<file path="src/rtl/tx_pkg.sv">
// tx_pkg: state encoding, data width and frame helper shared by the tx slice.
// SIZE is a build macro (default 8).
`ifndef SIZE
`define SIZE 8
`endif

package tx_pkg;

    localparam int TX_SIZE = `SIZE;
    localparam int CNT_W   = $clog2(TX_SIZE + 2);

    typedef enum logic [1:0] {
        IDLE = 2'd0,
        SEND = 2'd1,
        WAIT = 2'd2
    } tx_state_e;

    // Start bit of 1 sits in bit 0 so it leaves first.
    function automatic logic [TX_SIZE:0] frame_of(input logic [TX_SIZE-1:0] d);
        return {d, 1'b1};
    endfunction

endpackage

</file>
<file path="src/rtl/tx_buf.sv">
// tx_buf: one-entry holding buffer in front of the serialiser.
// Only instantiated when TX_BUF_EN is defined.
module tx_buf
    import tx_pkg::*;
(
    input  logic               clk,
    input  logic               reset,
    input  logic               valid_in,
    input  logic [TX_SIZE-1:0] parallel_in,
    input  logic               take,
    output logic               ready,
    output logic               buf_full,
    output logic [TX_SIZE-1:0] buf_data
);

    logic accept;

    assign ready  = !buf_full && !reset;
    assign accept = valid_in && ready;

    // A fresh accept wins over a same-edge take: the buffer stays full.
    always_ff @(posedge clk or posedge reset) begin
        if (reset) begin
            buf_full <= 1'b0;
            buf_data <= '0;
        end else if (accept) begin
            buf_full <= 1'b1;
            buf_data <= parallel_in;
        end else if (take) begin
            buf_full <= 1'b0;
        end
    end

endmodule

</file>
<file path="src/rtl/tx.sv">
// tx: parallel-to-serial link transmitter (start bit 1, LSB first).
// Define TX_BUF_EN to add a one-entry input buffer (tx_buf).
module tx
    import tx_pkg::*;
#(
    parameter int    routerid = -1,
    parameter string port     = "unknown"
) (
    input  logic               clk,
    input  logic               reset,
    input  logic               valid_in,
    input  logic [TX_SIZE-1:0] parallel_in,
    output logic               ready,
    input  logic               channel_busy,
    output logic               serial_out,
    output logic               tx_busy
);

    tx_state_e          state;
    tx_state_e          state_nx;
    logic [TX_SIZE:0]   shreg;
    logic [TX_SIZE:0]   shreg_nx;
    logic [CNT_W-1:0]   cnt;
    logic [CNT_W-1:0]   cnt_nx;
    logic               have_item;
    logic [TX_SIZE-1:0] item;
    logic               launch;

`ifdef TX_BUF_EN
    logic               buf_full;
    logic [TX_SIZE-1:0] buf_data;

    tx_buf u_buf (
        .clk         (clk),
        .reset       (reset),
        .valid_in    (valid_in),
        .parallel_in (parallel_in),
        .take        (launch),
        .ready       (ready),
        .buf_full    (buf_full),
        .buf_data    (buf_data)
    );

    assign have_item = buf_full;
    assign item      = buf_data;
`else
    assign have_item = valid_in;
    assign item      = parallel_in;
    assign ready     = (state == IDLE) && !channel_busy && !reset;
`endif

    assign launch = (state == IDLE) && !channel_busy && have_item;

    always_comb begin
        state_nx = state;
        shreg_nx = shreg;
        cnt_nx   = cnt;
        unique case (state)
            IDLE: begin
                if (launch) begin
                    state_nx = SEND;
                    shreg_nx = frame_of(item);
                    cnt_nx   = '0;
                end
            end
            SEND: begin
                shreg_nx = shreg >> 1;
                cnt_nx   = cnt + 1'b1;
                if (cnt == CNT_W'(TX_SIZE))
                    state_nx = WAIT;
            end
            WAIT: begin
                // Back to IDLE only; a launch needs a further edge.
                if (!channel_busy)
                    state_nx = IDLE;
            end
            default: state_nx = IDLE;
        endcase
    end

    always_ff @(posedge clk or posedge reset) begin
        if (reset) begin
            state <= IDLE;
            shreg <= '0;
            cnt   <= '0;
        end else begin
            state <= state_nx;
            shreg <= shreg_nx;
            cnt   <= cnt_nx;
        end
    end

    assign serial_out = !reset && (state == SEND) && shreg[0];
    assign tx_busy    = !reset && (state != IDLE);

`ifndef SYNTHESIS
    always @(posedge clk) begin
        if (!reset && launch && routerid >= 0)
            $display("router %0d %s tx : %h", routerid, port, item);
    end
`endif

endmodule
</file>
<file path="config.mk">
export PLATFORM = sky130hd
export DESIGN_NAME = tx
export DESIGN_NICKNAME = d
export VERILOG_FILES = /design/src/rtl/tx_pkg.sv /design/src/rtl/tx_buf.sv /design/src/rtl/tx.sv
export SDC_FILE = /design/constraint.sdc
export NUM_CORES = 1
export LEC_CHECK = 0
export BUFFER_PORTS_ARGS = -buffer_cell sky130_fd_sc_hd__buf_2
export CAP_MARGIN = 20
export CORE_MARGIN = 1.5
export CORE_UTILIZATION = 46
export CTS_CLUSTER_DIAMETER = 100
export DETAILED_ROUTE_END_ITERATION = 8
export PLACE_DENSITY = 0.82
export SLEW_MARGIN = 20
export SYNTH_ARGS = -nofsm -noshare
export SYNTH_HDL_FRONTEND = slang
export SYNTH_SLANG_ARGS = --single-unit
</file>
<file path="constraint.sdc">
create_clock -name clk -period 1.44 [get_ports clk]
set_clock_uncertainty 0.05 [all_clocks]
set_input_delay 0.288 -clock clk [delete_from_list [all_inputs] [get_ports clk]]
set_output_delay 0.288 -clock clk [all_outputs]
set_load 0.02 [all_outputs]
</file>
==> impl_metrics.py, run 1 <==
metrics = {
    "critical_path": {
        "crit_required_ps": 1100,
        "ff2ff_path_depth": 6,
        "critPathKind": "reg -> out",
        "worstPathArrival_ps": 1220,
        "crit_fanout": 3,
        "r2r-start": "state[1]$_DFFE_PP0P_",
        "crit_path_end_kind": "primary output",
        "r2r_end": "shreg[4]$_DFFE_PP0P_",
        "r2r_slack_ps": -70,
        "start_kind": "flop",
    },
    "global_route": {
        "grt_max_degree": 26,
        "gr-total-overflow": 0,
        "grt_pass1_wl_um": 2620,
        "grt_use_total": 0.193,
        "grt_pass1_vias": 601,
        "antenna_found_initial": 0,
    },
    "timing": {
        "setup_ws_ps": -120,
        "hold_slack_ps": 29.5,
        "timing.final.crit_share": 1.08,
        "period_minus_slack_ps": 1560,
        "slew_viol_final": 0,
        "timing.fmax_mhz": 641,
        "worst_pin_slew_ps": 558,
        "hold_viol": 0,
        "relSlewSlack": 0.628,
        "rsz0062_at_grt": "true",
        "setup_viol_count_final": 12,
    },
    "placed_design": {
        "dpl-instance-area_um2": 870,
        "hpwl_um": 982,
        "dp_cells": 113,
        "portBuffers": 14,
        "dp_slack_ps": 50.6,
        "gp_congestion": 0.760,
    },
    "yosys": {
        "synth_cell_types": 21,
        "synth_xor_xnor_area_share": 0.0233,
        "synthAdderAreaFrac": 0.0333,
        "syn_area_per_cell_um2": 9.16,
        "synthMuxAreaShare": 0,
        "synth_fp_nets": 96,
        "synth_compound_area_frac": 0.102,
        "syn_area_um2": 751,
        "synthCells": 82,
        "synth_top_family_by_area": "simple AND/OR/NAND/NOR gates",
        "ys_seq_area_frac": 0.500,
        "synth_seq_cells": 15,
        "ys_warn_count": 0,
        "yosys.area_share.simple": 0.287,
    },
    "min_path": {
        "hold_class": "in -> async",
    },
    "pwr": {
        "finalPower_mw": 1.93,
        "p_leak_nw": 0.470,
        "vdd_ir_drop_max_v": 0.000920,
        "power.density_nw_per_um2": 1970,
    },
    "layout": {
        "regArea_um2": 375,
        "final_area_um2": 981,
        "nFillCells": 127,
        "multiInputGateArea_um2": 369,
        "final_nets": 121,
        "diodes": 0,
        "stdcell_count": 122,
        "drive_above_1_share": 0.330,
        "area_growth_pct": 30.7,
    },
    "run_status": {
        "status": "finished, violations left",
        "violations": "setup timing",
    },
    "cts": {
        "worstSkewPairLatency_ps": 290,
        "cts_sinks": 15,
        "cts_tree": "built",
        "clk_pin_slew_ps": 90,
        "numCtsBuffers": 3,
        "htree_levels": 1,
        "cts_root_buf": "clkbuf_4",
        "cts_buffer_depth": 2,
    },
    "die": {
        "dieArea_um2": 1880,
        "core_area_um2": 1520,
        "die_w_um": 43.4,
        "row_count": 14,
        "start_util": 0.493,
        "die_height_um": 43.4,
        "io-pin-count": 15,
    },
    "routing": {
        "antenna_left": 0,
        "drt_iter0_drc": 5,
        "dr.pass1.iters": 4,
        "wire_per_inst_um": 12.8,
        "drt_drc_violations_left": 0,
        "drt-total-wl_um": 1560,
        "vias_per_cell": 5.14,
        "vias": 627,
    },
    "job": {
        "drv_cap": 0,
    },
}
## final cells by class
| class | instances | share of cell area |
|---|---|---|
| clock buffer | 4 | 0.0268 |
| inverter | 4 | 0.0153 |
| multi-input combinational | 59 | 0.376 |
| sequential | 15 | 0.383 |
| tap | 16 | 0.0204 |
| timing repair buffer | 24 | 0.179 |
## critical path: stages (launching register included)
cell and delay, ps:
dfrtp_1 410, buf_6 130, nor4_2 220, buf_4 170
## synth_stat cells, drive strengths merged
library cell | count | area share
a31oi | 7 | 0.058
nor4 | 1 | 0.0083
dfrtp | 15 | 0.50
buf | 4 | 0.035
nand3b | 2 | 0.020
nor2 | 13 | 0.065
o21ai | 4 | 0.027
nand2 | 17 | 0.085
or4b | 1 | 0.018
xor2 | 2 | 0.023
nor4b | 1 | 0.032
o31ai | 1 | 0.010
inv | 4 | 0.020
a21oi | 1 | 0.0067
nor3b | 1 | 0.010
nand2b | 1 | 0.0083
ha | 2 | 0.033
nand3 | 5 | 0.040
## registers in the layout, summed over array words and instances (netlist names)
| signal | count |
|---|---|
| cnt | 4 |
| shreg | 9 |
| state | 2 |
## worst max-delay path by stage
stage                     cells past startpoint  slack (ps)            startpoint                    to
after detailed placement                      3          50  state[1]$_DFFE_PP0P_  shreg[7]$_DFFE_PP0P_
after floorplan                               4         -70  state[1]$_DFFE_PP0P_            serial_out
final                                         3        -120  state[1]$_DFFE_PP0P_                 ready
after CTS                                     3        -130  state[0]$_DFFE_PP0P_                 ready
after global placement                        3          80  state[1]$_DFFE_PP0P_  shreg[2]$_DFFE_PP0P_
after global routing                          3        -170  state[1]$_DFFE_PP0P_                 ready
## report_power, final
part           total (mW)  leakage, nW  switching [mW]  internal (mW)
combinational       0.946        0.278           0.500          0.446
sequential          0.743        0.177           0.132          0.610
clock               0.244       0.0150           0.136          0.108
total                1.93        0.470           0.769           1.16
## cell families after synthesis
logic type	Yosys count
buffers and inverters	8
xor gates and xnor gates	2
and+or+nand+nor	42
adders and majority gates	2
DFF	15
AOI/OAI and AO/OA	13
## layout by cell type, fill, tap and decap left out, types with 2 or more instances in the layout
cell type,n
buf_4,7
o21ai_1,3
nand3b_1,2
nand2_1,16
buf_2,11
nor2_1,12
ha_1,2
a31oi_1,7
xor2_1,2
dfrtp_1,15
buf_6,6
inv_1,4
clkbuf_4,3
nand3_1,4
## per-stage QoR
stage	TNS, ps	util
floorplan	-96.6	-
global placement	0	0.571
detailed placement	0	0.571
CTS	-701	0.630
global route	-1460	0.644
finish	-530	0.644
## per-layer routing
layer / share of wire / GRT usage
met1: 0.46 / 0.236
met2: 0.47 / 0.319
met3: 0.042 / 0.0500
met4: 0.021 / 0.0909
met5: 0 / 0
## timing repair
action	4_1_cts	5_1_grt
gates cloned	0	0
resized for setup	9	4
buffers inserted	4	1
pin swaps	7	3
hold buffers	0	0
endpoints found under the setup margin	4	16
No activity file was read; power rests on OpenSTA's default activity.
==> inputs of run 2 (changes only) <==
- MAX_ROUTING_LAYER: not set -> met4
==> run 2 against run 1 <==
- the flow still finishes with violations (setup timing)
- utilization is the same
- largest power group unchanged
- power about the same
- first-iteration DRC count down 20%
- routed wire length down 0.64%
- maximum frequency hardly changed
- worst hold slack worse by 2.6 ps
- clock power hardly changed
- global-route usage increased by 0.88 points
- largest cell class unchanged
- sequential share of layout area unchanged
- worst setup slack got worse by 1.2 ps
- flip-flop and latch count unchanged
==> impl_metrics.py, run 2 (same netlist as run 1, synthesis figures left out) <==
metrics = {
    "global_route": {
        "grt_pass1_vias": 598,
        "grt_max_degree": 26,
        "gr-total-overflow": 0,
        "grt_pass1_wl_um": 2620,
        "antenna_found_initial": 0,
        "grt_use_total": 0.202,
    },
    "placed_design": {
        "dp_cells": 113,
        "hpwl_um": 982,
        "gp_congestion": 0.770,
        "portBuffers": 14,
    },
    "critical_path": {
        "worstPathArrival_ps": 1220,
        "start_kind": "flop",
        "crit_path_end_kind": "primary output",
        "crit_fanout": 3,
        "critPathKind": "reg -> out",
        "crit_required_ps": 1100,
    },
    "die": {
        "die_height_um": 43.4,
        "row_count": 14,
        "io-pin-count": 15,
        "start_util": 0.493,
        "dieArea_um2": 1880,
        "die_w_um": 43.4,
        "core_area_um2": 1520,
    },
    "routing": {
        "drt-total-wl_um": 1550,
        "wire_per_inst_um": 12.7,
        "dr.pass1.iters": 4,
        "drt_iter0_drc": 4,
        "drt_drc_violations_left": 0,
        "vias": 626,
        "vias_per_cell": 5.13,
        "antenna_left": 0,
    },
    "timing": {
        "setup_viol_count_final": 12,
        "relSlewSlack": 0.630,
        "hold_slack_ps": 26.9,
        "slew_viol_final": 0,
        "setup_ws_ps": -121,
        "period_minus_slack_ps": 1560,
        "worst_pin_slew_ps": 554,
        "timing.fmax_mhz": 641,
        "rsz0062_at_grt": "true",
        "hold_viol": 0,
        "timing.final.crit_share": 1.08,
    },
    "cts": {
        "clk_pin_slew_ps": 90,
        "cts_tree": "built",
        "ctsHoldBuffers": 0,
        "cts_root_buf": "clkbuf_4",
        "cts_buffer_depth": 2,
        "numCtsBuffers": 3,
        "cts_sinks": 15,
        "htree_levels": 1,
        "worstSkewPairLatency_ps": 290,
    },
    "run_status": {
        "violations": "setup timing",
        "status": "finished, violations left",
    },
    "layout": {
        "largest_register": "shreg",
        "area_growth_pct": 30.7,
        "final_common_cell": "nand2_1",
        "drive_above_1_share": 0.330,
        "stdcell_count": 122,
        "final_cell_mix": "nand2_1, dfrtp_1, nor2_1, buf_2",
        "nFillCells": 127,
        "top_regs": "shreg (9), cnt (4), state (2)",
        "diodes": 0,
        "largest_register_ffs": 9,
        "post-route-util": 0.644,
        "final_nets": 121,
    },
    "pwr": {
        "vdd_ir_drop_max_v": 0.000920,
        "power.density_nw_per_um2": 1970,
        "p_leak_nw": 0.470,
    },
    "min_path": {
        "hold_class": "in -> async",
    },
    "job": {
        "drv_cap": 0,
    },
}
==> run 2: cell counts in the layout (fill, tap and decap cells not counted) <==
No cell type changed its count.
==> run 2: through the flow <==
step	setup TNS, ps	cell area [µm²]	setup slack [ps]	power (mW)
2_1_floorplan	-96.6	774	-66.6	1.35
3_3_place_gp	0	870	80.9	1.47
4_1_cts	-701	960	-126	1.90
5_1_grt	-1480	981	-179	2.11
3_5_place_dp	0	870	50.6	1.52
6_report	-526	981	-121	1.93
==> run 2: worst paths after layout <==
path	slack, ps	cells past startpoint	start	endpoint
worst min-delay path	30	2	reset	shreg[0]$_DFFE_PP0P_
min in group clk	140	3	parallel_in[7]	shreg[8]$_DFFE_PP0P_
worst max register to register	-70	6	state[1]$_DFFE_PP0P_	shreg[4]$_DFFE_PP0P_
max in group asynchronous	940	2	reset	cnt[1]$_DFFE_PP0P_
worst max-delay path	-120	3	state[1]$_DFFE_PP0P_	ready
worst min register to register	460	2	shreg[8]$_DFFE_PP0P_	shreg[8]$_DFFE_PP0P_
==> run 2: power by group <==
part	switching (mW)	internal, mW
combinational	0.499	0.446
sequential	0.132	0.610
clock	0.137	0.108
==> run 2: critical path: stages (launching register included) <==
cell and delay (ps):
dfrtp_1 410, buf_6 130, nor4_2 220, buf_4 170
==> run 2: cell type report <==
cell class | instances | area (µm²) | area share
inverter | 4 | 15.0 | 0.0153
tap | 16 | 20.0 | 0.0204
clock buffer | 4 | 26.3 | 0.0268
timing repair buffer | 24 | 175 | 0.179
multi-input combinational | 59 | 369 | 0.376
sequential | 15 | 375 | 0.383
==> run 2: layer usage <==
layer	vias up	GRT usage	part of all wire
li1	324	-	-
met1	282	0.236	0.46
met2	15	0.319	0.47
met3	5	0.0625	0.044
met4	0	0.0909	0.023
met5	-	-	0
==> run 2: repair_timing <==
action	4_1_cts	5_1_grt
setup buffers	4	1
gates resized for setup	9	4
setup endpoints to repair	4	16
pin swaps	7	3
